--- src/rtl/ifu_fetch.sv ---
// Instruction fetch stage: owns the PC, issues one word fetch at a time over
// req/gnt/rvalid, and hands each fetched word to decode over valid/ready.
// Redirects retarget the PC; a response that was already in flight when a
// redirect arrives is swallowed via the drop flag. A misaligned redirect
// target parks the stage in HALT until reset.
module ifu_fetch #(
    parameter int                XLEN     = 32,
    parameter logic [XLEN-1:0]   RESET_PC = 32'h8000_0000
) (
    input  logic              clk,
    input  logic              rst_n,
    output logic              imem_req,
    output logic [XLEN-1:0]   imem_addr,
    input  logic              imem_gnt,
    input  logic              imem_rvalid,
    input  logic [31:0]       imem_rdata,
    output logic              inst_valid,
    output logic [31:0]       inst,
    output logic [XLEN-1:0]   inst_pc,
    input  logic              inst_ready,
    input  logic              redirect_valid,
    input  logic [XLEN-1:0]   redirect_pc,
    output logic              fetch_misaligned
);

    typedef enum logic [2:0] {
        S_IDLE,
        S_REQ,
        S_WAIT,
        S_HOLD,
        S_HALT
    } state_t;

    state_t          state, state_nxt;
    logic [XLEN-1:0] pc, pc_nxt;
    logic            drop, drop_nxt;
    logic            vld_nxt;
    logic            mis_nxt;
    logic            capture;
    logic            redir_ok;
    logic            redir_bad;

    assign redir_ok  = redirect_valid && (redirect_pc[1:0] == 2'b00);
    assign redir_bad = redirect_valid && (redirect_pc[1:0] != 2'b00);

    assign imem_req  = (state == S_REQ);
    assign imem_addr = pc;

    // Next-state logic; redirect outranks everything except HALT.
    always_comb begin
        state_nxt = state;
        pc_nxt    = pc;
        drop_nxt  = drop;
        vld_nxt   = inst_valid;
        mis_nxt   = fetch_misaligned;
        capture   = 1'b0;
        if (state != S_HALT) begin
            if (redir_bad) begin
                mis_nxt   = 1'b1;
                vld_nxt   = 1'b0;
                state_nxt = S_HALT;
            end else begin
                if (redir_ok) begin
                    pc_nxt  = redirect_pc;
                    vld_nxt = 1'b0;
                end
                case (state)
                    S_IDLE: state_nxt = S_REQ;
                    S_REQ: begin
                        // Old address accepted alongside a redirect: its data must be dropped.
                        if (imem_gnt) begin
                            state_nxt = S_WAIT;
                            drop_nxt  = redir_ok;
                        end
                    end
                    S_WAIT: begin
                        if (imem_rvalid) begin
                            if (!drop && !redir_ok) begin
                                capture   = 1'b1;
                                pc_nxt    = pc + XLEN'(4);
                                vld_nxt   = 1'b1;
                                state_nxt = S_HOLD;
                            end else begin
                                drop_nxt  = 1'b0;
                                state_nxt = S_REQ;
                            end
                        end else if (redir_ok) begin
                            drop_nxt = 1'b1;
                        end
                    end
                    S_HOLD: begin
                        // A redirect flushes the held word even if decode takes it.
                        if (redir_ok || inst_ready) begin
                            vld_nxt   = 1'b0;
                            state_nxt = S_REQ;
                        end
                    end
                    default: state_nxt = state;
                endcase
            end
        end
    end

    // State, PC and control flags.
    always_ff @(posedge clk or negedge rst_n) begin
        if (!rst_n) begin
            state            <= S_IDLE;
            pc               <= RESET_PC;
            drop             <= 1'b0;
            inst_valid       <= 1'b0;
            fetch_misaligned <= 1'b0;
        end else begin
            state            <= state_nxt;
            pc               <= pc_nxt;
            drop             <= drop_nxt;
            inst_valid       <= vld_nxt;
            fetch_misaligned <= mis_nxt;
        end
    end

    // Instruction register toward decode; only loaded on a live response.
    always_ff @(posedge clk or negedge rst_n) begin
        if (!rst_n) begin
            inst    <= '0;
            inst_pc <= '0;
        end else if (capture) begin
            inst    <= imem_rdata;
            inst_pc <= pc;
        end
    end

endmodule

--- config.mk ---
export PLATFORM = sky130hd
export DESIGN_NAME = ifu_fetch
export DESIGN_NICKNAME = d
export VERILOG_FILES = /design/src/rtl/ifu_fetch.sv
export SDC_FILE = /design/constraint.sdc
export NUM_CORES = 1
export LEC_CHECK = 0
export BUFFER_PORTS_ARGS = -buffer_cell sky130_fd_sc_hd__buf_2
export CAP_MARGIN = 40
export CORE_ASPECT_RATIO = 1.25
export CORE_MARGIN = 5
export CORE_UTILIZATION = 26
export CTS_CLUSTER_DIAMETER = 60
export DETAILED_ROUTE_END_ITERATION = 8
export SYNTH_ARGS = -nofsm -noshare
export SYNTH_HDL_FRONTEND = slang
export SYNTH_SLANG_ARGS = --single-unit
--- constraint.sdc ---
create_clock -name clk -period 2.7 [get_ports clk]
set_input_delay 0.135 -clock clk [delete_from_list [all_inputs] [get_ports clk]]
set_output_delay 0.135 -clock clk [all_outputs]
set_load 0.01 [all_outputs]
==> results by group <==
Setup path
  – Critical path depth in cells: 5
  – Library cell contributing the largest single delay on the critical path: sky130_fd_sc_hd__or3_2
  – Worst endpoint required time: 2920 ps
  – Crit-path max FO: 15
  – Worst reg2reg path depth: 5
  – Crit path capture type: register
  – Critical path type: register to register
  – Crit path arrival time: 2590 ps
  – Worst path top cell family by delay: simple AND/OR/NAND/NOR gates
  – CP Launch Type: register
  – Cell-by-cell trace of the critical path: or3b_1 -> or3_2 -> buf_4 -> nor3_1 -> a211oi_1
  – CP peak stage delay: 630 ps
  – Count of buffer and inverter cells on the critical path: 1

Global route
  – Maximum number of pins on one net before global-route repair: 45
  – Global-route wire length before repair: ~26000 µm
  – GRT Max-Usage Layer: met2
  – Total routing usage reported by global routing: 15.7%
  – Total global routing overflow: 0
  – Met2 track demand over resource in global routing: 25.9%
  – Global Route met3 Usage: under 10%
  – Number of antenna violations at the first check in global routing: 1
  – GRT met1 Usage: between 20 and 25%
  – Via count of the first global-routing pass: 4765

STA
  – Unrepaired setup endpoints after global routing: false
  – Sum of negative setup slack: 0 ps
  – Worst clock skew: 6.57 ps
  – Hold Vio Cnt, Final: 0
  – Highest achievable clock rate: 0.422 GHz
  – Remaining max-slew budget at the tightest pin: around 54%
  – Share of the clock period used by the worst path: between 80 and 90%
  – Hold Worst Slack: 35.3 ps
  – Worst-Margin Slew: 682 ps
  – Final count of pins violating max slew: 0
  – Count of endpoints failing setup in the final report: 0
  – Clock period minus final worst setup slack: 2370 ps

Floorplan
  – DIE AREA: 20900 µm²
  – Total I/O pin count: 169
  – Initial Utilization: between 20% and 30%
  – Row Count: 55
  – Floorplan die height: 160 µm
  – Floorplan die width: 130 µm
  – Core area: 18000 µm²

Routing
  – Number of detailed-route iterations in the first pass: 5
  – Post-DRT Antenna Nets: 0
  – Post-detailed-route via-to-cell ratio: ~4.8
  – DRC viols: 0
  – Number of vias after detailed routing: 4688
  – Iteration-0 DRC Markers: around 240
  – Wire per inst: 16.6 µm
  – Total Wirelength: about 16000 µm

Finish
  – # fillers: 1854
  – Nets@finish: 821
  – Area delta synth->final: 37.7%
  – Total non-filler cell area in the finished layout: around 6500 µm²
  – Most frequent cells in the layout: sky130_fd_sc_hd__nand2_1, sky130_fd_sc_hd__buf_2, sky130_fd_sc_hd__dfrtp_1
  – Fraction of final layout cells sized beyond drive strength 1: 27.9%
  – Post-Layout Cell Count: 983
  – Most common cell after layout, fill and taps aside: sky130_fd_sc_hd__nand2_1

Yosys
  – Number of warning messages in the yosys log: 0
  – Count of cell types in the netlist: 50
  – Predominant post-synthesis flop cell: sky130_fd_sc_hd__dfrtp_1
  – Synthesized Nets: 621
  – Post-synth EDFFs: 0
  – Synth top area share: 53.7%
  – Post-synthesis instance area: 4710 µm²
  – Post-synthesis register bit count: 102
  – Avg Inst Size Synth: between 8 and 9 µm²
  – Leading post-synthesis cells by cell area: sky130_fd_sc_hd__dfrtp_1, sky130_fd_sc_hd__nand2_1, sky130_fd_sc_hd__a21oi_1
  – Cell accounting for the most synthesized area: sky130_fd_sc_hd__dfrtp_1
  – Sequential area share after synthesis: between 50 and 60%
  – Share of synthesized registers carrying an async set or reset: 100%
  – Count of mapped cells out of synthesis: 550

Placement
  – Count of buffers inserted at the top-level ports: 168
  – Final HPWL DP: 11800 µm
  – Cells after DPL: approximately 930
  – Cell area reported after detailed placement: 5880 µm²
  – Final Wtd Congestion: 0.819

Worst hold path
  – Hold Crit Class: primary input to register
  – Cell count of the worst hold path: 2

Job
  – Max-cap violations: 0

Outcome
  – Status: finished clean

Clocking
  – TritonCTS clock tree: built
  – Sink count of the clock tree: 102
  – CTS buffer count: 9
  – Maximum level of the CTS H-tree: 3
  – Post CTS Setup Buffer Count: 0
  – Buffer type at the clock tree root: sky130_fd_sc_hd__clkbuf_16
  – Clock tree buffer depth: 2
  – Clock transition at path regs: 70 ps
  – Clk Latency, worst-skew pair: 350 ps

Pwr
  – Worst supply voltage drop on vdd: 0.000282 V
  – Final total power: 3.69 mW
  – Cell leakage power: ~3.4 nW
  – PwrDens: roughly 570 nW/µm²
final cells by class:
type | instances | area [µm²] | area share [%]
well taps | 228 | 285 | 4.40
clock inverters | 3 | 20.0 | 0.309
multi-input cells | 416 | 2010 | 31.1
inverters | 2 | 7.51 | 0.116
flip-flops and latches | 102 | 2550 | 39.4
repair buffers | 219 | 1350 | 20.8
clock buffers | 12 | 256 | 3.95
diodes | 1 | 2.50 | 0.0386
cells by family (layout without fill, tap and decap cells):
| logic type | Yosys count | in the layout | share of synthesized area [%] |
|---|---|---|---|
| AND/OR/NAND/NOR | 324 | 324 | 29.9 |
| flip-flops | 102 | 102 | 54.2 |
| AO/OA/AOI/OAI | 91 | 91 | 12.5 |
| buffers and inverters | 32 | 236 | 3.13 |
| adder cells (fa/ha/maj) | 1 | 1 | 0.266 |
| other | 0 | 1 | 0 |
metal layers:
layer | up-vias | routed length [µm] | part of all wire [%]
li1 | 2273 | - | -
met1 | 2200 | 7050 | 43
met2 | 182 | 7770 | 48
met3 | 33 | 1130 | 7.0
met4 | 0 | 334 | 2.1
met5 | - | 0 | 0
state kept, by name, indices dropped and copies added, names as in the netlist:
| signal | count |
|---|---|
| inst_valid | 1 |
| imem_addr | 32 |
| inst | 32 |
| inst_pc | 32 |
| drop | 1 |
| state | 3 |
| fetch_misaligned | 1 |
Yosys cell counts, types with 5 or more instances:
| cell | n |
|---|---|
| sky130_fd_sc_hd__nor2_1 | 32 |
| sky130_fd_sc_hd__a21oi_1 | 26 |
| sky130_fd_sc_hd__nor4_1 | 6 |
| sky130_fd_sc_hd__nand2_1 | 217 |
| sky130_fd_sc_hd__o21ai_0 | 19 |
| sky130_fd_sc_hd__and3_1 | 7 |
| sky130_fd_sc_hd__o22ai_1 | 11 |
| sky130_fd_sc_hd__dfrtp_1 | 101 |
| sky130_fd_sc_hd__a211oi_1 | 7 |
| sky130_fd_sc_hd__nor3_1 | 20 |
| sky130_fd_sc_hd__nand4_1 | 5 |
| sky130_fd_sc_hd__clkbuf_1 | 19 |
| sky130_fd_sc_hd__nor3b_1 | 5 |
| sky130_fd_sc_hd__nand3_1 | 14 |
| sky130_fd_sc_hd__buf_2 | 7 |
final timing paths:
path	startpoint	to	slack, ps
setup / recovery	state[1]	imem_addr[27]	330
setup reg to reg	state[1]	imem_addr[27]	330
max in group asynchronous	rst_n	inst_pc[29]	1650
hold / removal	redirect_pc[7]	imem_addr[7]	40
hold reg to reg	fetch_misaligned	fetch_misaligned	460
min in group asynchronous	rst_n	inst_pc[26]	340
where the power goes:
part / switching [mW] / internal [mW]
clock network: 0.574 / 0.670
logic: 0.289 / 0.262
registers: 0.224 / 1.67
metrics by stage:
| step | utilization (%) | setup slack (ps) |
|---|---|---|
| detailed placement | 32.7 | 339 |
| finish | 36.1 | 331 |
| CTS | 36.1 | 322 |
| global placement | 32.7 | 403 |
| global route | 36.1 | 147 |
| floorplan | - | 491 |
repair_timing:
action                                 4_1_cts  5_1_grt
gates resized for setup                      0        0
endpoints found under the hold margin       73        0
hold buffers                                33        0
(Power assumes the default switching activity.)
